### config.mk
export PLATFORM = sky130hd
export DESIGN_NAME = serial_add_sequencer_flat
export DESIGN_NICKNAME = d
export VERILOG_FILES = /design/src/rtl/serial_add_sequencer_if.sv /design/src/rtl/serial_add_sequencer.sv /design/src/flat_wrapper.sv
export SDC_FILE = /design/constraint.sdc
export NUM_CORES = 1
export LEC_CHECK = 0
export BUFFER_PORTS_ARGS = -buffer_cell sky130_fd_sc_hd__buf_4
export CORE_UTILIZATION = 55
export CTS_CLUSTER_DIAMETER = 50
export CTS_CLUSTER_SIZE = 8
export DETAILED_ROUTE_END_ITERATION = 7
export GPL_ROUTABILITY_DRIVEN = 0
export GPL_TIMING_DRIVEN = 0
export PLACE_DENSITY_LB_ADDON = 0.25
export SLEW_MARGIN = 25
export SYNTH_ARGS = -nofsm -noshare
export SYNTH_HDL_FRONTEND = slang
export SYNTH_SLANG_ARGS = --single-unit
### constraint.sdc
create_clock -name clk -period 2.6 [get_ports clk]
set_clock_uncertainty 0.05 [all_clocks]
set_input_delay 0.52 -clock clk [delete_from_list [all_inputs] [get_ports clk]]
set_output_delay 0.52 -clock clk [all_outputs]
set_load 0.005 [all_outputs]
### src/rtl/serial_add_sequencer_if.sv
// Request/result handshake bundle between bus-side requesters and the serial add sequencer.
interface serial_add_sequencer_if #(
  parameter int WIDTH = 8
) ();
  logic             req_valid;
  logic             req_ready;
  logic [WIDTH-1:0] req_a;
  logic [WIDTH-1:0] req_b;
  logic             req_cin;
  logic             req_sub;
  logic             res_valid;
  logic             res_ready;
  logic [WIDTH-1:0] res_sum;
  logic             res_cout;
  logic             res_ovf;

  modport master (
    output req_valid, req_a, req_b, req_cin, req_sub, res_ready,
    input  req_ready, res_valid, res_sum, res_cout, res_ovf
  );

  modport slave (
    input  req_valid, req_a, req_b, req_cin, req_sub, res_ready,
    output req_ready, res_valid, res_sum, res_cout, res_ovf
  );
endinterface

### src/rtl/serial_add_sequencer.sv
// Word-level controller that streams an add/subtract LSB-first through an external
// one-bit registered serial full-adder slice and reassembles the result.
module serial_add_sequencer #(
  parameter int WIDTH = 8
) (
  input  logic                  clk,
  input  logic                  reset,
  serial_add_sequencer_if.slave bus,
  output logic                  busy,
  output logic                  add_a,
  output logic                  add_b,
  output logic                  add_cin,
  input  logic                  add_sum,
  input  logic                  add_cout
);

  localparam int IW = (WIDTH > 1) ? $clog2(WIDTH) : 1;
  localparam logic [IW-1:0] LAST_IDX = IW'(WIDTH - 1);

  localparam logic [1:0] IDLE  = 2'd0;
  localparam logic [1:0] RUN   = 2'd1;
  localparam logic [1:0] FLUSH = 2'd2;
  localparam logic [1:0] DONE  = 2'd3;

  logic [1:0]       state_q, state_d;
  logic [WIDTH-1:0] a_q, a_d;
  logic [WIDTH-1:0] b_q, b_d;
  logic [WIDTH-1:0] acc_q, acc_d;
  logic [WIDTH-1:0] sum_q, sum_d;
  logic [IW-1:0]    idx_q, idx_d;
  logic             carry0_q, carry0_d;
  logic             msb_cin_q, msb_cin_d;
  logic             cout_q, cout_d;
  logic             ovf_q, ovf_d;
  logic [WIDTH-1:0] acc_next;

  // The slice registers its outputs, so each sum bit lands one cycle after its operands.
  assign acc_next = {add_sum, acc_q[WIDTH-1:1]};

  assign add_a   = (state_q == RUN) & a_q[0];
  assign add_b   = (state_q == RUN) & b_q[0];
  assign add_cin = (state_q == RUN) & ((idx_q == '0) ? carry0_q : add_cout);

  assign bus.req_ready = (state_q == IDLE);
  assign bus.res_valid = (state_q == DONE);
  assign bus.res_sum   = sum_q;
  assign bus.res_cout  = cout_q;
  assign bus.res_ovf   = ovf_q;
  assign busy          = (state_q != IDLE);

  always_comb begin
    state_d   = state_q;
    a_d       = a_q;
    b_d       = b_q;
    acc_d     = acc_q;
    sum_d     = sum_q;
    idx_d     = idx_q;
    carry0_d  = carry0_q;
    msb_cin_d = msb_cin_q;
    cout_d    = cout_q;
    ovf_d     = ovf_q;

    case (state_q)
      IDLE: begin
        if (bus.req_valid) begin
          a_d      = bus.req_a;
          b_d      = bus.req_sub ? ~bus.req_b : bus.req_b;
          carry0_d = bus.req_sub | bus.req_cin;
          idx_d    = '0;
          state_d  = RUN;
        end
      end
      RUN: begin
        a_d   = a_q >> 1;
        b_d   = b_q >> 1;
        idx_d = idx_q + 1'b1;
        if (idx_q != '0) begin
          acc_d = acc_next;
        end
        // Carry into the MSB is kept for the signed-overflow test at the end of FLUSH.
        if (idx_q == LAST_IDX) begin
          msb_cin_d = add_cin;
          idx_d     = '0;
          state_d   = FLUSH;
        end
      end
      FLUSH: begin
        acc_d   = acc_next;
        sum_d   = acc_next;
        cout_d  = add_cout;
        ovf_d   = add_cout ^ msb_cin_q;
        state_d = DONE;
      end
      default: begin
        if (bus.res_ready) begin
          state_d = IDLE;
        end
      end
    endcase
  end

  always_ff @(posedge clk or posedge reset) begin
    if (reset) begin
      state_q   <= IDLE;
      a_q       <= '0;
      b_q       <= '0;
      acc_q     <= '0;
      sum_q     <= '0;
      idx_q     <= '0;
      carry0_q  <= 1'b0;
      msb_cin_q <= 1'b0;
      cout_q    <= 1'b0;
      ovf_q     <= 1'b0;
    end else begin
      state_q   <= state_d;
      a_q       <= a_d;
      b_q       <= b_d;
      acc_q     <= acc_d;
      sum_q     <= sum_d;
      idx_q     <= idx_d;
      carry0_q  <= carry0_d;
      msb_cin_q <= msb_cin_d;
      cout_q    <= cout_d;
      ovf_q     <= ovf_d;
    end
  end

endmodule

### src/flat_wrapper.sv
// flat-port wrapper written by rule: the top's interface ports become plain ports
module serial_add_sequencer_flat 
#(
  parameter int WIDTH = 8
)
  (clk, reset, busy, add_a, add_b, add_cin, add_sum, add_cout, bus_req_valid, bus_req_a, bus_req_b, bus_req_cin, bus_req_sub, bus_res_ready, bus_req_ready, bus_res_valid, bus_res_sum, bus_res_cout, bus_res_ovf);
  serial_add_sequencer_if #(.WIDTH(WIDTH)) bus_i ();
  input  logic clk;
  input  logic reset;
  output logic busy;
  output logic add_a;
  output logic add_b;
  output logic add_cin;
  input  logic add_sum;
  input  logic add_cout;
  input wire logic [$bits(bus_i.req_valid)-1:0] bus_req_valid;
  input wire logic [$bits(bus_i.req_a)-1:0] bus_req_a;
  input wire logic [$bits(bus_i.req_b)-1:0] bus_req_b;
  input wire logic [$bits(bus_i.req_cin)-1:0] bus_req_cin;
  input wire logic [$bits(bus_i.req_sub)-1:0] bus_req_sub;
  input wire logic [$bits(bus_i.res_ready)-1:0] bus_res_ready;
  output wire logic [$bits(bus_i.req_ready)-1:0] bus_req_ready;
  output wire logic [$bits(bus_i.res_valid)-1:0] bus_res_valid;
  output wire logic [$bits(bus_i.res_sum)-1:0] bus_res_sum;
  output wire logic [$bits(bus_i.res_cout)-1:0] bus_res_cout;
  output wire logic [$bits(bus_i.res_ovf)-1:0] bus_res_ovf;
  assign bus_i.req_valid = bus_req_valid;
  assign bus_i.req_a = bus_req_a;
  assign bus_i.req_b = bus_req_b;
  assign bus_i.req_cin = bus_req_cin;
  assign bus_i.req_sub = bus_req_sub;
  assign bus_i.res_ready = bus_res_ready;
  assign bus_req_ready = bus_i.req_ready;
  assign bus_res_valid = bus_i.res_valid;
  assign bus_res_sum = bus_i.res_sum;
  assign bus_res_cout = bus_i.res_cout;
  assign bus_res_ovf = bus_i.res_ovf;
  serial_add_sequencer #(.WIDTH(WIDTH)) u_core (.clk(clk), .reset(reset), .bus(bus_i), .busy(busy), .add_a(add_a), .add_b(add_b), .add_cin(add_cin), .add_sum(add_sum), .add_cout(add_cout));
endmodule
== Word level (Yosys, flattened, before mapping) ==
Index checks and enable logic that the tools add are counted.
Storage, ports and cells
  register bits: 41
  bits in latches: 0
  RAM bits: 0
  bits in read-only memories: 0
  bits of input ports: 24
  output and inout port bits: 16
  word-level logic and storage cells: 51
  memories: 0
Cells by class
  $add $sub $neg: 1
  multipliers: 0
  divide/modulo/power cells: 0
  magnitude comparators: 0
  equal/unequal tests: 7
  shift operators: 0
  multiplexer cells: 15
  bitwise logic cells: 6
  reductions and logical operators: 12
Operator list (number)
  $pmux W8 S2: 3
  $mux W8: 4
  $not A8 Y8: 1
  $reduce_and A2 Y1: 4
  $mux W2: 3
  $mux W3: 2
  $ne A2 B2 Y1 const B: 3
  $pmux W2 S3: 1
  $pmux W3 S2: 1
  $reduce_bool A2 Y1: 3
  $eq A2 B2 Y1 const B: 2
  $reduce_bool A4 Y1: 1
  $add A3 B1 Y3 const B: 1
  $and A1 B1 Y1: 3
  $eq A3 B3 Y1 const B: 1
  $logic_not A3 Y1: 1
  $reduce_and A3 Y1: 1
  $reduce_bool A3 Y1: 1
  $eq A2 B1 Y1 const B: 1
  $logic_not A2 Y1: 1
  $mux W1: 1
  $or A1 B1 Y1: 1
  $xor A1 B1 Y1: 1

== Logic depth before layout (Yosys ltp) ==
Gate-level depths: netlist of run 1.
  depth after elaboration: 4
  depth in mapped cells: 7
  depth with buffers taken out: 5

== Worst setup path after synthesis of run 1 ==
No wires, ideal clock.
  path kind: flip-flop to flip-flop
  start: register u_core.state_q[0]
  end: register u_core.state_q[1]
  setup time: 0.125 ns
  arrival time: 1.533 ns
  required time: 2.425 ns
  path slack: 0.892 ns
  cell stages (with the launch flop): 7
  buffers on the path: 1
  period minus slack after synthesis: 1.708 ns
  cell sequence: dfrtp_1 inv_1 ha_1 buf_6 nor2b_2 nor3_2 mux2_4
On the way
  word-level cells in the longest chain between the ends: 3
  elaborated cells between the ends (all ways): 8
  those cells by class: eq/ne (4); mux (1); reduce/logical (3)
RTL lines
  from (decl): RTL line serial_add_sequencer.sv:25  | logic [1:0] state_q, state_d;
  from (signal assigned): RTL line serial_add_sequencer.sv:115  | state_q <= state_d;
  $logic_not A2 Y1 *
  via bus_req_ready: RTL line flat_wrapper.sv:22  | output wire logic [$bits(bus_i.req_ready)-1:0] bus_req_ready;
  $reduce_bool A4 Y1 (no line) or $ne A2 B2 Y1 (tied branches)
  $reduce_and A3 Y1 (no line)
Mark *: on every way through the listed nets, which the timed path passes. The rest lies on a longest branch.
A chain may end at the register's enable or synchronous reset.

== Worst setup path in the final report of run 1 ==
  start: register u_core.idx_q[0]
  end: output port add_cin
On the way
  word-level cells in the longest chain between the ends: 3
RTL lines
  from (decl): RTL line serial_add_sequencer.sv:30  | logic [IW-1:0] idx_q, idx_d;
  from (signal assigned): RTL line serial_add_sequencer.sv:120  | idx_q <= idx_d;
  $logic_not A3 Y1: RTL line serial_add_sequencer.sv:42  | assign add_cin = (state_q == RUN) & ((idx_q == '0) ? carry0_q : add_cout);
  $mux W1: RTL line serial_add_sequencer.sv:42
  $and A1 B1 Y1: RTL line serial_add_sequencer.sv:42
  to (decl): RTL line flat_wrapper.sv:13  | output logic add_cin;
No other way between the ends.

==> results of run 1 <==
Yosys cell counts:
| library cell | instances | area, sq um |
|---|---|---|
| sky130_fd_sc_hd__a21o_1 | 1 | 7.51 |
| sky130_fd_sc_hd__a21oi_1 | 4 | 20.0 |
| sky130_fd_sc_hd__a31oi_1 | 2 | 12.5 |
| sky130_fd_sc_hd__a32o_1 | 2 | 20.0 |
| sky130_fd_sc_hd__and2_1 | 2 | 12.5 |
| sky130_fd_sc_hd__and3_1 | 1 | 6.26 |
| sky130_fd_sc_hd__buf_2 | 6 | 30.0 |
| sky130_fd_sc_hd__buf_4 | 1 | 7.51 |
| sky130_fd_sc_hd__buf_6 | 2 | 22.5 |
| sky130_fd_sc_hd__dfrtp_1 | 40 | 1000 |
| sky130_fd_sc_hd__ha_1 | 9 | 113 |
| sky130_fd_sc_hd__inv_1 | 7 | 26.3 |
| sky130_fd_sc_hd__mux2_2 | 9 | 101 |
| sky130_fd_sc_hd__mux2_4 | 8 | 120 |
| sky130_fd_sc_hd__mux2i_1 | 15 | 150 |
| sky130_fd_sc_hd__mux2i_4 | 1 | 22.5 |
| sky130_fd_sc_hd__nand2_1 | 17 | 63.8 |
| sky130_fd_sc_hd__nand2b_1 | 1 | 6.26 |
| sky130_fd_sc_hd__nor2_1 | 3 | 11.3 |
| sky130_fd_sc_hd__nor2b_1 | 3 | 18.8 |
| sky130_fd_sc_hd__nor2b_2 | 1 | 8.76 |
| sky130_fd_sc_hd__nor3_2 | 1 | 10.0 |
| sky130_fd_sc_hd__nor4_2 | 1 | 12.5 |
| sky130_fd_sc_hd__o21ai_0 | 1 | 5.00 |
| sky130_fd_sc_hd__o21ai_1 | 14 | 70.1 |
| sky130_fd_sc_hd__o21bai_1 | 1 | 7.51 |
| sky130_fd_sc_hd__o31ai_1 | 1 | 7.51 |
| sky130_fd_sc_hd__o32ai_1 | 1 | 8.76 |
| sky130_fd_sc_hd__o41ai_1 | 1 | 8.76 |
| sky130_fd_sc_hd__xnor2_1 | 2 | 17.5 |
| sky130_fd_sc_hd__xor2_1 | 7 | 61.3 |
power by group through the flow:
stage	logic (uW)	clock network, uW	registers [uW]
global route	1650	446	1160
floorplan	1100	0	1090
CTS	1520	422	1120
global placement	1450	0	1110
finish	1500	415	1120
detailed placement	1510	0	1130
cell families (layout without fill, tap and decap cells):
| kind of cell | after synthesis | in the layout | share of synthesized area |
|---|---|---|---|
| AOI/OAI and AO/OA | 28 | 28 | 0.0842 |
| xor gates and xnor gates | 9 | 9 | 0.0396 |
| adders and majority gates | 9 | 9 | 0.0566 |
| buffers and inverters | 16 | 63 | 0.0434 |
| DFF | 40 | 40 | 0.503 |
| muxes | 33 | 33 | 0.198 |
| and+or+nand+nor | 30 | 30 | 0.0754 |
area by class of cell:
type | instances | area, sq um | share of cell area
clock buffer | 5 | 37.5 | 0.0154
clock inverter | 3 | 42.5 | 0.0175
timing repair buffer | 39 | 305 | 0.125
buffer | 9 | 60.1 | 0.0247
multi-input combinational | 109 | 903 | 0.371
inverter | 7 | 26.3 | 0.0108
tap | 46 | 57.6 | 0.0237
sequential | 40 | 1000 | 0.411
metrics by stage:
step                      area (sq um)  setup WS (ns)  std cells
after global placement            2330          0.667        249
after CTS                         2430          0.363        258
after floorplan                   1990          0.892        165
after global routing              2430          0.243        258
final                             2430          0.360        258
after detailed placement          2350          0.770        250
flip-flops by register name, indices dropped and copies added, names as in the netlist:
| register | count |
|---|---|
| u_core.bus.res_sum | 8 |
| u_core.msb_cin_q | 1 |
| u_core.carry0_q | 1 |
| u_core.b_q | 8 |
| u_core.bus.res_cout | 1 |
| u_core.a_q | 8 |
| u_core.acc_q | 7 |
| u_core.idx_q | 3 |
| u_core.state_q | 2 |
| u_core.bus.res_ovf | 1 |
cells in the final DEF (no fill, tap or decap), types with 6 or more instances in the layout:
cell	Yosys	layout
sky130_fd_sc_hd__buf_4	1	39
sky130_fd_sc_hd__ha_1	9	9
sky130_fd_sc_hd__mux2_2	9	9
sky130_fd_sc_hd__o21ai_1	14	14
sky130_fd_sc_hd__nand2_1	17	17
sky130_fd_sc_hd__mux2i_1	15	15
sky130_fd_sc_hd__inv_1	7	6
sky130_fd_sc_hd__buf_2	6	6
sky130_fd_sc_hd__xor2_1	7	7
sky130_fd_sc_hd__dfrtp_1	40	40
sky130_fd_sc_hd__mux2_4	8	8
routing by layer:
metal	track usage	wire, um
met5	0	0
met4	0.0756	53
met3	0.0533	142
met2	0.349	1740
met1	0.277	1680
how the worst min path moves through the flow:
| stage | startpoint | endpoint | slack (ns) | cells after the start |
|---|---|---|---|---|
| floorplan | u_core.a_q[0] | u_core.a_q[0] | 0.40 | 2 |
| global placement | u_core.a_q[0] | u_core.a_q[0] | 0.41 | 2 |
| detailed placement | reset | u_core.a_q[3] | 0.41 | 2 |
| CTS | reset | u_core.a_q[3] | 0.02 | 2 |
| global route | reset | u_core.a_q[3] | 0.02 | 2 |
| finish | reset | u_core.a_q[3] | 0.03 | 2 |
==> flow_results.org, run 1 <==
** Run status
- Status :: completed

** Timing
- Relative slew margins :: 0.730
- Number of pins with negative max-slew slack in the final report :: 0
- Adding up every negative setup slack in the final design gives 0 ns.
- Final hold slack :: 0.0289 ns
- Setup repair after global routing missed its margin :: false
- Final clock period utilization by the worst path :: 0.862
- Post-route minimum period :: 2.24 ns
- The hold violation total from the final report was 0.
- Setup violations remaining at the end of the flow were counted as 0.
- Timing would allow up to approximately 450 MHz.
- At the pin with the least slew margin, the transition time is 0.405 ns.

** Drt
- After detailed routing, the number of vias per cell comes to approximately 5.3.
- Remaining number of nets flagged by the antenna check after routing :: 0
- After detailed routing, the number of remaining DRC violations is 0.
- Detailed-route wire length :: 3.62 mm
- Average wire per cell in the routed design :: 14.0 um
- The first TritonRoute pass finished after 4 iterations.
- Via count :: 1,359
- Initial drt markers :: 69

** Clock network
- After clock tree synthesis, the repair step resized 0 gates.
- For the worst-skew pair, the clock arrives at the later sink with an insertion delay of 0.36 ns.
- H-tree depth :: 2
- Inserted Clock Buffers :: 5
- For this design, the CTS-stage hold fixing added 0 buffers.
- After clock tree synthesis, the clock-pin slew on the worst setup and hold paths is 0.12 ns.
- TritonCTS clock tree :: done
- After clock tree synthesis, the setup repair step added 0 buffers.
- Clock sink total :: 40
- The clock passes through at most 2 buffers.
- CTS root buf :: sky130_fd_sc_hd__clkbuf_4

** Run
- Maxcap violations :: 0

** Power
- The share of total power dissipated in sequential elements is 0.369.
- For this design the static power due to leakage is 0.00120 uW.
- The share of total power dissipated in the clock network is 0.137.
- Of the total power, the share spent switching nets is 0.353.
- The design draws just over 3000 uW.
- Dividing total power by cell area gives a power density of 1250 nW/um^2.
- Combinational cell fraction of total power :: 0.494
- Switch Pwr :: 1070 uW
- Internal Pwr Total :: 1960 uW
- VDD sags by at most a little under 0.6 mV.

** Cells and area
- For this run, the share of the core covered by cells in the final layout is 0.718.
- Share of cells above drive strength 1 :: 0.368
- From synthesis to final layout, the design area changed by 22.2%.
- Number of filler cells placed in the layout :: roughly 260
- 0 antenna diodes ended up in the layout.
- For this run, the post-layout net count is ~240.

** Setup path
- Launching instance or port of the critical path :: u_core.idx_q[0]
- Launch point of the worst reg-to-reg path :: u_core.state_q[0]
- STA classifies the critical path endpoint as an output pin.
- Number of gates on the worst path with buffers counted :: 6
- Critical Path RT :: 2.03 ns
- Most used cell, CP :: sky130_fd_sc_hd__nor2b_1
- Critical Path Fanout Max :: 4
- The signal on the critical path passes through inv_1 -> ha_1 -> nor2b_1 -> mux2i_1 -> nor2b_1 -> buf_4.
- Startpoint class of the critical path :: flop
- The largest single stage delay on the critical path is 0.43 ns.
- Critical Setup Path Class :: reg2out
- Following the worst setup path forward leads to its endpoint at add_cin.
- Endpoint of the most critical register-to-register path :: u_core.state_q[1]
- Together, buffers and inverters on the worst path number 2.
- For this design, the slowest cell found on the critical path is sky130_fd_sc_hd__dfrtp_1.
- Minimum setup slack among reg-to-reg paths :: 0.78 ns
- Kind of cell adding the most delay to the critical path :: flip-flops
- Measured in cells, the most critical reg-to-reg path has a length of 6.
- At the worst endpoint, the arrival time is 1.67 ns.

** Placed design
- Detailed placement HPWL :: 2.68 mm
- The count of buffers added on input and output ports is 38.

** Floorplanning
- Horiz. Die Dim :: 62.2 um
- The floorplan step defined a die boundary enclosing 3860 sq um.
- Core area :: ~3400 sq um
- Count of pins on the block boundary :: 40
- Chip Height :: about 62 um
- Initial standard-cell utilization of the core :: 0.587
- In this run the core area contains 21 standard-cell rows.

** Synth
- The number of nets in the synthesized netlist is slightly below 200.
- After synthesis the cells add up to 1990 sq um.
- Counting flops and latches in the post-synthesis netlist gives 40.
- The synthesized netlist contains 31 unique library cells.
- For this run, the number of Yosys warnings is 0.
- Synthesis produced 165 cells.
- Register area share after synthesis :: 0.503
- Each instance of the synthesized netlist takes up on average 12.1 sq um.

** Global route
- After global routing the overflow that remains totals 0.
- Antenna violations before repair :: 0
- The via count of the first global-routing pass is 1,379.
- The first global-routing pass estimated 6.34 mm of wire.
- For this run, the total global-route usage over all layers was measured as 0.214.
- Entering global routing, the biggest net connects 33 pins.

** Worst hold path
- The worst hold path belongs to the class in2async.
No activity file was read; power rests on OpenSTA's default activity.
==> run 2, diff against run 1 <==
- REMOVE_ABC_BUFFERS: default -> 1
- TNS_END_PERCENT: default -> 100
==> run 2 against run 1 <==
Compared with the run above: critical path depth is 1 lower; design area shrank 0.21%; clock power is 44% higher; critical endpoint is now u_core.b_q[1]; largest cell class unchanged; global-route usage fell by 1.3 points; wire length shrank 7.2%; combinational power is 8% lower; cell count shrank 3.1%; total power increased by 2.1%; fmax grew 0.74%; flip-flop and latch count stayed put; register-to-register slack worse by 0.40 ns; count of clock-buffer cells in the layout stayed put.
==> flow_results.org, run 2 (same netlist as run 1, synthesis figures left out) <==
** Worst hold path
- The path class of the tightest hold or removal check is in2async.

** Global route
- Antenna violations before repair :: 0 (unchanged)
- The sum of overflow across all layers after global routing came to 0 (unchanged).
- The total routing resource utilization after global routing came to 0.201 (-0.0125).
- Via count of the first global-routing pass :: 1,372 (-0.51%)
- The largest net degree at the start of global routing is 34 (+3.0%).
- The first-pass GRT wire length was 6.08 mm (-4.1%).

** Cells and area
- The number of nets in the layout came to 236 (-3.3%).
- Leaving out fill and tap cells, the most frequent cells in the layout are 40 x sky130_fd_sc_hd__dfrtp_1, 39 x sky130_fd_sc_hd__buf_4, 17 x sky130_fd_sc_hd__nand2_1.
- Non-filler instance count after layout :: 250 (-3.1%)
- Leaving out fill and tap cells, the most frequent cell in the layout is sky130_fd_sc_hd__dfrtp_1.
- Number of antenna diodes :: 0 (unchanged)
- The fill cell instance count of the final layout was 255 (-2.7%).
- The fraction of layout instances using a drive strength above 1 is 0.343 (-0.0248).
- Post-synthesis to final-layout area growth :: 22.0%

** Setup path
- Slowest-stage cell, CP :: sky130_fd_sc_hd__mux2i_4
- Type of destination of the critical path :: flop
- The critical path is of the reg2reg type.
- Kind of cell adding the most delay to the critical path :: multiplexers
- Highest cell delay on the worst timing path :: 0.81 ns (+0.38 ns)
- Launch point of the worst reg-to-reg path :: u_core.state_q[0]
- The worst endpoint data arrival time came to 2.44 ns (+0.77 ns).
- The required time at the endpoint of the critical path came to 2.81 ns (+0.78 ns).
- Critical path, cell by cell :: inv_1 -> ha_1 -> mux2i_4 -> nand2_1 -> o21ai_1
- The buffer and inverter count on the worst path was 1 (-1).
- Startpoint class of the critical path :: flop
- Critical Path Fanout Max :: 33 (+29)
- The setup slack on the worst flop-to-flop path was 0.38 ns (-0.40 ns).
- In this run the critical register-to-register path is captured at u_core.b_q[1].
- The depth of the worst register-to-register path came to 5 (-1).

** Power
- The power after layout was 3100 uW (+2.1%).
- The internal cell power came to 2090 uW (+6.4%).
- The maximum resistive drop on vdd was 0.585 mV (-0.44%).
- Switch Pwr :: 1010 uW (-5.7%)
- Switching share of power :: 0.326 (-0.0270)
- The static leakage is 0.00119 uW (-0.96%).
- Power density over the cells :: 1280 nW/um^2 (+2.3%)
- Clock network fraction of total power :: 0.193 (+0.056)
- The register share of total power is 0.361 (-0.008).
- Combinational cell fraction of total power :: 0.445 (-0.049)

** Clock network
- The number of resized instances in the post-cts repair step is 0 (unchanged).
- Clock sink total :: 40 (unchanged)
- Buffer depth of the longest clock path :: 2 (unchanged)
- TritonCTS clock tree :: done
- Inserted Clock Buffers :: 5 (unchanged)
- The H-tree depth reported by CTS was 2 (unchanged).
- Clock-pin transition on the worst setup and hold timing paths :: 0.13 ns (about the same)
- The root buffer cell chosen for the clock tree is sky130_fd_sc_hd__clkbuf_4.
- The later-pin clock latency in the skew report was 0.35 ns (about the same).
- CTS hold repair buffers :: 0 (unchanged)
- Setup Buffers After CTS :: 0 (unchanged)

** Floorplanning
- The count of standard-cell rows was 21 (unchanged).
- The core footprint is 3390 sq um (unchanged).
- The top-level I/O count came to 40 (unchanged).
- Chip Height :: 62.2 um (unchanged)
- DIE AREA :: 3860 sq um (unchanged)
- The initial cell density of the core was 0.587 (unchanged).
- Horiz. Die Dim :: 62.2 um (unchanged)

** Placed design
- The number of instances in the placed design is 242 (-3.2%).
- The HPWL after detailed placement is 2.45 mm (-8.7%).
- The count of input and output buffers came to 39 (+2.6%).

** Run status
- The flow ran to the end, and the final reports show no timing, DRC or antenna violations.

** Timing
- Setup repair after global routing missed its margin :: false
- The worst relative slew slack is 0.419 (-0.311).
- Final setup violation count :: 0 (unchanged)
- Final hold slack :: 0.0395 ns (+0.0106 ns)
- The shortest period the worst path allows is 2.22 ns (-0.0164 ns).
- Worst Tran Pin Value :: 0.853 ns (+0.448 ns)
- Final Hold Vio Count :: 0 (unchanged)
- The sum of negative setup slack is 0 ns (unchanged).
- The portion of the clock cycle consumed by the worst path in the final layout was 0.855 (-0.00632).
- The final-report max-slew violation count is 0 (unchanged).
- The timing-limited maximum frequency was 450 MHz (+0.74%).

** Run
- The max capacitance violation total is 0 (unchanged).

** Drt
- The DRC marker count from the first detailed-route iteration came to 42 (-39%).
- The average detailed-routed wire length per instance was 13.4 um (-4.3%).
- The detailed-route vias per instance was 5.24 (-0.60%).
- The total length of routed wires came to 3.36 mm (-7.2%).
- Via count :: 1,309 (-3.7%)
- The count of nets left with antenna violations after detail routing is 0 (unchanged).
- Detailed-route DRC error count :: 0 (unchanged)
- Number of iterations in the first detailed-routing pass :: 4 (unchanged)
run 2: worst max-delay path by stage:
stage / start / end / slack (ns) / cells past startpoint
floorplan: u_core.state_q[0] / u_core.b_q[7] / 0.73 / 4
detailed placement: u_core.state_q[1] / u_core.b_q[1] / 0.36 / 5
global placement: u_core.state_q[0] / u_core.b_q[4] / 0.50 / 4
CTS: u_core.state_q[0] / u_core.b_q[1] / 0.34 / 5
finish: u_core.state_q[0] / u_core.b_q[1] / 0.38 / 5
global route: u_core.state_q[1] / u_core.b_q[1] / 0.11 / 5
run 2: through the flow:
step,worst slack (ns),instance area [sq um],utilization
floorplan,0.733,1930,-
global route,0.112,2430,0.717
CTS,0.342,2430,0.717
finish,0.376,2430,0.717
global placement,0.505,2280,0.673
detailed placement,0.361,2300,0.679
run 2: per-layer routing:
metal / track usage / vias up / wire, um
met3: 0.0404 / 5 / 123
li1: - / 643 / -
met2: 0.334 / 27 / 1730
met4: 0.0785 / 0 / 39
met5: 0 / - / 0
met1: 0.259 / 634 / 1470
run 2: worst register-to-register path, cell delays in order (launching register included):
cell	delay, ns
sky130_fd_sc_hd__dfrtp_1	0.46
sky130_fd_sc_hd__inv_1	0.13
sky130_fd_sc_hd__ha_1	0.43
sky130_fd_sc_hd__mux2i_4	0.81
sky130_fd_sc_hd__nand2_1	0.15
sky130_fd_sc_hd__o21ai_1	0.12
run 2: power by group through the flow:
stage / sequential, uW / clock [uW] / combinational (uW)
finish: 1120 / 599 / 1380
global route: 1150 / 640 / 1550
detailed placement: 1130 / 0 / 1400
global placement: 1110 / 0 / 1350
floorplan: 1090 / 0 / 1010
CTS: 1120 / 607 / 1400
run 2: cell type report:
cell class	instances	area [sq um]	area share
inverter	7	26.3	0.0108
clock inverter	3	90.1	0.0371
multi-input combinational	109	903	0.372
tap	46	57.6	0.0237
timing repair buffer	40	313	0.129
clock buffer	5	37.5	0.0155
sequential	40	1000	0.412
==> run 3, diff against run 2 <==
- ABC_AREA: default -> 1
- CORE_UTILIZATION: 55 -> 54
- clock period: 2.6 -> 2.3 ns (I/O delays scaled with it)
==> run 3 against run 2 <==
Compared with the run above: clock power increased by 32%; flip-flop and latch count unchanged; cell count increased by 42%; non-clock buffer count unchanged; core utilization decreased by 2.4 points; combinational power increased by 13%; design area increased by 4.4%; first-iteration DRC count increased to 3.1 times the previous value; critical path depth unchanged; via count increased by 32%; critical path type is now reg2out.
==> flow_results.org, run 3 <==
** Run status
- Status :: completed

** Power
- Internal Pwr Total :: 2180 uW (+4.2%)
- The static leakage was 0.00137 uW (+15%).
- Worst supply voltage drop on vdd :: 0.905 mV (+55%)
- The register share of total power is 0.339 (-0.022).
- Switch Pwr :: 1380 uW (+36%)
- The fraction of power consumed by combinational cells came to 0.439 (-0.006).
- The switching share of total power was 0.388 (+0.0617).
- Clock network fraction of total power :: 0.222 (+0.029)
- Power density over the cells :: 1400 nW/um^2 (+9.8%)

** Setup path
- Type of destination of the critical path :: output pin
- Critical Path RT :: 1.79 ns (-1.02 ns)
- Startpoint class of the critical path :: flop
- The depth of the worst register-to-register path is 7 (+2).
- Critical Setup Path Class :: reg2out
- Traced cell by cell, the critical path runs through inv_1 -> ha_1 -> inv_1 -> a21oi_1 -> buf_4.
- Critical Path Fanout Max :: 6 (-82%)
- Highest cell delay on the worst timing path :: 0.44 ns (-0.37 ns)
- Arrival @ worst endpoint :: 1.57 ns (-0.87 ns)
- The cell that appears most often on the critical path is sky130_fd_sc_hd__inv_1.
- Slowest-stage cell, CP :: sky130_fd_sc_hd__dfrtp_1

** Synth
- Share of synthesized area spent on multiplexers :: 0 (-0.198)
- Post-synthesis adder-cell area fraction :: 0.0549 (-0.00162)
- In the post-synthesis netlist, the biggest area contributors are sky130_fd_sc_hd__dfrtp_1 49%, sky130_fd_sc_hd__nand2_1 19%, sky130_fd_sc_hd__nor2_1 7.1%, sky130_fd_sc_hd__ha_1 5.5%, sky130_fd_sc_hd__inv_1 4.2%.
- The number of distinct library cells after synthesis is 21 (-32%).
- The mean area per synthesized cell came to 7.62 sq um (-37%).
- Register area share after synthesis :: 0.488 (-0.0144)
- Number of synthesis warnings :: 0 (unchanged)
- Combinational family with the most area after synthesis :: simple AND/OR/NAND/NOR gates
- The flop and latch count out of synthesis is 40 (unchanged).
- Yosys top cell area share :: 0.488 (-0.0144)
- The most used flip-flop cell after synthesis is sky130_fd_sc_hd__dfrtp_1.
- Cell types with the highest counts after synthesis :: 104 x sky130_fd_sc_hd__nand2_1, 40 x sky130_fd_sc_hd__dfrtp_1, 39 x sky130_fd_sc_hd__nor2_1, 23 x sky130_fd_sc_hd__inv_1, 15 x sky130_fd_sc_hd__nand3_1
- Cell count after synthesis :: 269 (+63%)
- Fraction of synthesis flops using an asynchronous set or reset pin :: 1.00 (unchanged)
- Among all cell types in the netlist, the one instantiated most often is sky130_fd_sc_hd__nand2_1.
- The area fraction in compound gates after synthesis is 0.0525 (-0.0317).
- Cell taking the most area after synthesis :: sky130_fd_sc_hd__dfrtp_1
- Combined area of all synthesized cells :: 2050 sq um (+3.0%)
- Simple-gate share of the synthesized area :: 0.321 (+0.246)
- The xor/xnor share of the synthesized area came to 0.00855 (-0.0311).
- The number of enable flip-flop cells after synthesis was 0 (unchanged).

** Clock network
- Clock sink total :: 40 (unchanged)
- TritonCTS clock tree :: done
- H-tree depth :: 2 (unchanged)
- The TritonCTS buffer count is 5 (unchanged).
- The deepest clock path buffer count is 2 (unchanged).
- The number of post-CTS setup repair buffers is 0 (unchanged).
- The later-pin clock latency in the skew report came to 0.30 ns (-0.05 ns).
- Clock-pin transition on the worst setup and hold timing paths :: 0.08 ns (-0.05 ns)
- CTS hold repair buffers :: 0 (unchanged)
- CTS root buf :: sky130_fd_sc_hd__clkbuf_8

** Timing
- The transition time at the pin with the least slew margin came to 0.471 ns (-0.382 ns).
- Setup repair after global routing missed its margin :: false
- Relative slew margins :: 0.686 (+0.267)
- For this run, the top clock speed supported by timing is 480 MHz.
- Number of pins with negative max-slew slack in the final report :: 0 (unchanged)
- Final clock period utilization by the worst path :: 0.905
- Setup ws final :: 0.218 ns (-0.158 ns)
- The worst hold slack came to 0.126 ns (+0.0866 ns).
- The hold violation total from the final report is 0 (unchanged).
- The setup-violating endpoint count in the final report came to 0 (unchanged).
- Final TNS setup :: 0 ns (unchanged)
- After layout, the minimum clock period comes to 2.08 ns.

** Cells and area
- In the layout the commonest cells are 104 x sky130_fd_sc_hd__nand2_1, 40 x sky130_fd_sc_hd__dfrtp_1, 39 x sky130_fd_sc_hd__nor2_1, 39 x sky130_fd_sc_hd__buf_4, 21 x sky130_fd_sc_hd__inv_1.
- The library cell used most frequently in the layout, excluding fill and tap cells, is sky130_fd_sc_hd__nand2_1.
- Number of antenna diodes :: 0 (unchanged)
- The end-of-flow core utilization came to 0.693 (-0.0237).
- Number of filler cells placed in the layout :: 295 (+16%)
- The fraction of layout instances using a drive strength above 1 is 0.185 (-0.158).
- The number of nets in the layout was 340 (+44%).
- Post-synthesis to final-layout area growth :: 23.7%

** Drt
- Initial drt markers :: 129 (+210%)
- Detailed-route DRC error count :: 0 (unchanged)
- The count of nets left with antenna violations after detail routing is 0 (unchanged).
- Detailed-route wire length :: 3.82 mm (+14%)
- The average detailed-routed wire length per instance was 10.7 um (-20%).
- Via count :: 1,725 (+32%)
- The detailed-route vias per instance is 4.85 (-7.5%).
- Number of iterations in the first detailed-routing pass :: 4 (unchanged)

** Floorplanning
- The die span in x came to 63.6 um (+2.3%).
- The count of standard-cell rows was 22 (+4.8%).
- The top-level I/O count came to 40 (unchanged).
- Initial standard-cell utilization of the core :: 0.560 (-0.0275)
- Core area :: 3660 sq um (+8.0%)
- The vertical die dimension came to 63.6 um (+2.3%).
- The die area was 4050 sq um (+4.7%).

** Placed design
- The count of input and output buffers is 39 (unchanged).
- Pre-CTS setup slack :: 0.229 ns (-0.132 ns)
- The HPWL after detailed placement is 2.61 mm (+6.6%).

** Global route
- Via count of the first global-routing pass :: 1,525 (+11%)
- First-pass GRT wire length :: 6.65 mm (+9.4%)
- Global router's overall resource usage :: 0.215 (+0.0143)
- Total grt overflow :: 0 (unchanged)
- Antenna violations before repair :: 0 (unchanged)
- Pin count of the biggest net entering global routing :: 35 (+2.9%)

** Run
- The max capacitance violation total was 0 (unchanged).

** Worst hold path
- Worst Hold Class :: in2async
## run 3: changes by cell type after synthesis, moves of 6 or more
| cell | change |
|---|---|
| sky130_fd_sc_hd__inv_1 | +16 |
| sky130_fd_sc_hd__nand3_1 | +15 |
| sky130_fd_sc_hd__o21ai_1 | -6 |
| sky130_fd_sc_hd__mux2_4 | -8 |
| sky130_fd_sc_hd__nor2_1 | +36 |
| sky130_fd_sc_hd__mux2i_1 | -15 |
| sky130_fd_sc_hd__mux2_2 | -9 |
| sky130_fd_sc_hd__xor2_1 | -6 |
| sky130_fd_sc_hd__nand2_1 | +87 |
| sky130_fd_sc_hd__o21ai_0 | +10 |
## run 3: area by class of cell
type                       instances  area (sq um)  share of cell area
timing repair buffer              40           320               0.126
clock buffer                       5          68.8              0.0271
multi-input combinational        196           898               0.354
timing repair inverter             1          7.51             0.00296
clock inverter                     3          90.1              0.0355
inverter                          23          90.1              0.0355
sequential                        40          1000               0.395
tap                               48          60.1              0.0237
## run 3: kinds of logic (layout without fill, tap and decap cells)
group | after synthesis | after routing
buffers and inverters | 33 | 72
AO/OA/AOI/OAI | 21 | 21
adder cells (fa/ha/maj) | 9 | 9
flip-flops | 40 | 40
XOR/XNOR | 2 | 2
AND/OR/NAND/NOR | 164 | 164
## run 3: timing repair
action	in CTS	in global routing
hold endpoints to repair	0	0
setup endpoints to repair	0	6
resized for setup	0	3
## run 3: worst paths after layout
check / slack (ns) / to / startpoint
max reg2reg: 0.36 / u_core.acc_q[7] / u_core.state_q[0]
min in group clk: 0.34 / u_core.bus.res_sum[7] / add_sum
min reg2reg: 0.43 / u_core.bus.res_sum[5] / u_core.bus.res_sum[5]
max: 0.22 / add_cin / u_core.state_q[1]
min: 0.13 / u_core.a_q[3] / reset
max in group asynchronous: 1.61 / u_core.bus.res_ovf / reset
## run 3: metal layers
| layer | wire length (um) | share of wire | track usage | vias to the layer above |
|---|---|---|---|---|
| met1 | 1710 | 0.45 | 0.274 | 777 |
| li1 | - | - | - | 899 |
| met5 | 0 | 0 | 0 | - |
| met3 | 201 | 0.053 | 0.0707 | 0 |
| met4 | 0 | 0 | 0.0511 | 0 |
| met2 | 1910 | 0.50 | 0.354 | 49 |
## run 3: power groups by stage
| stage | registers, uW | clock network, uW | logic, uW |
|---|---|---|---|
| 6_report | 1200 | 790 | 1560 |
| 3_3_place_gp | 1200 | 0 | 1480 |
| 2_1_floorplan | 1190 | 0 | 1060 |
| 3_5_place_dp | 1220 | 0 | 1530 |
| 5_1_grt | 1250 | 834 | 1820 |
| 4_1_cts | 1210 | 801 | 1550 |
## run 3: per-stage QoR
stage	cell area [sq um]	total power, uW	instances
after floorplan	1980	2250	259
after global placement	2340	2680	346
after detailed placement	2360	2750	347
after CTS	2520	3550	355
after global routing	2540	3900	356
final	2540	3550	356
## run 3: critical path, delay by kind of cell, from the launching register on
family,cells,cell delay [ns]
adders and majority gates,1,0.29
buffers and inverters,3,0.39
AOI/OAI and AO/OA,1,0.16
DFF,1,0.44
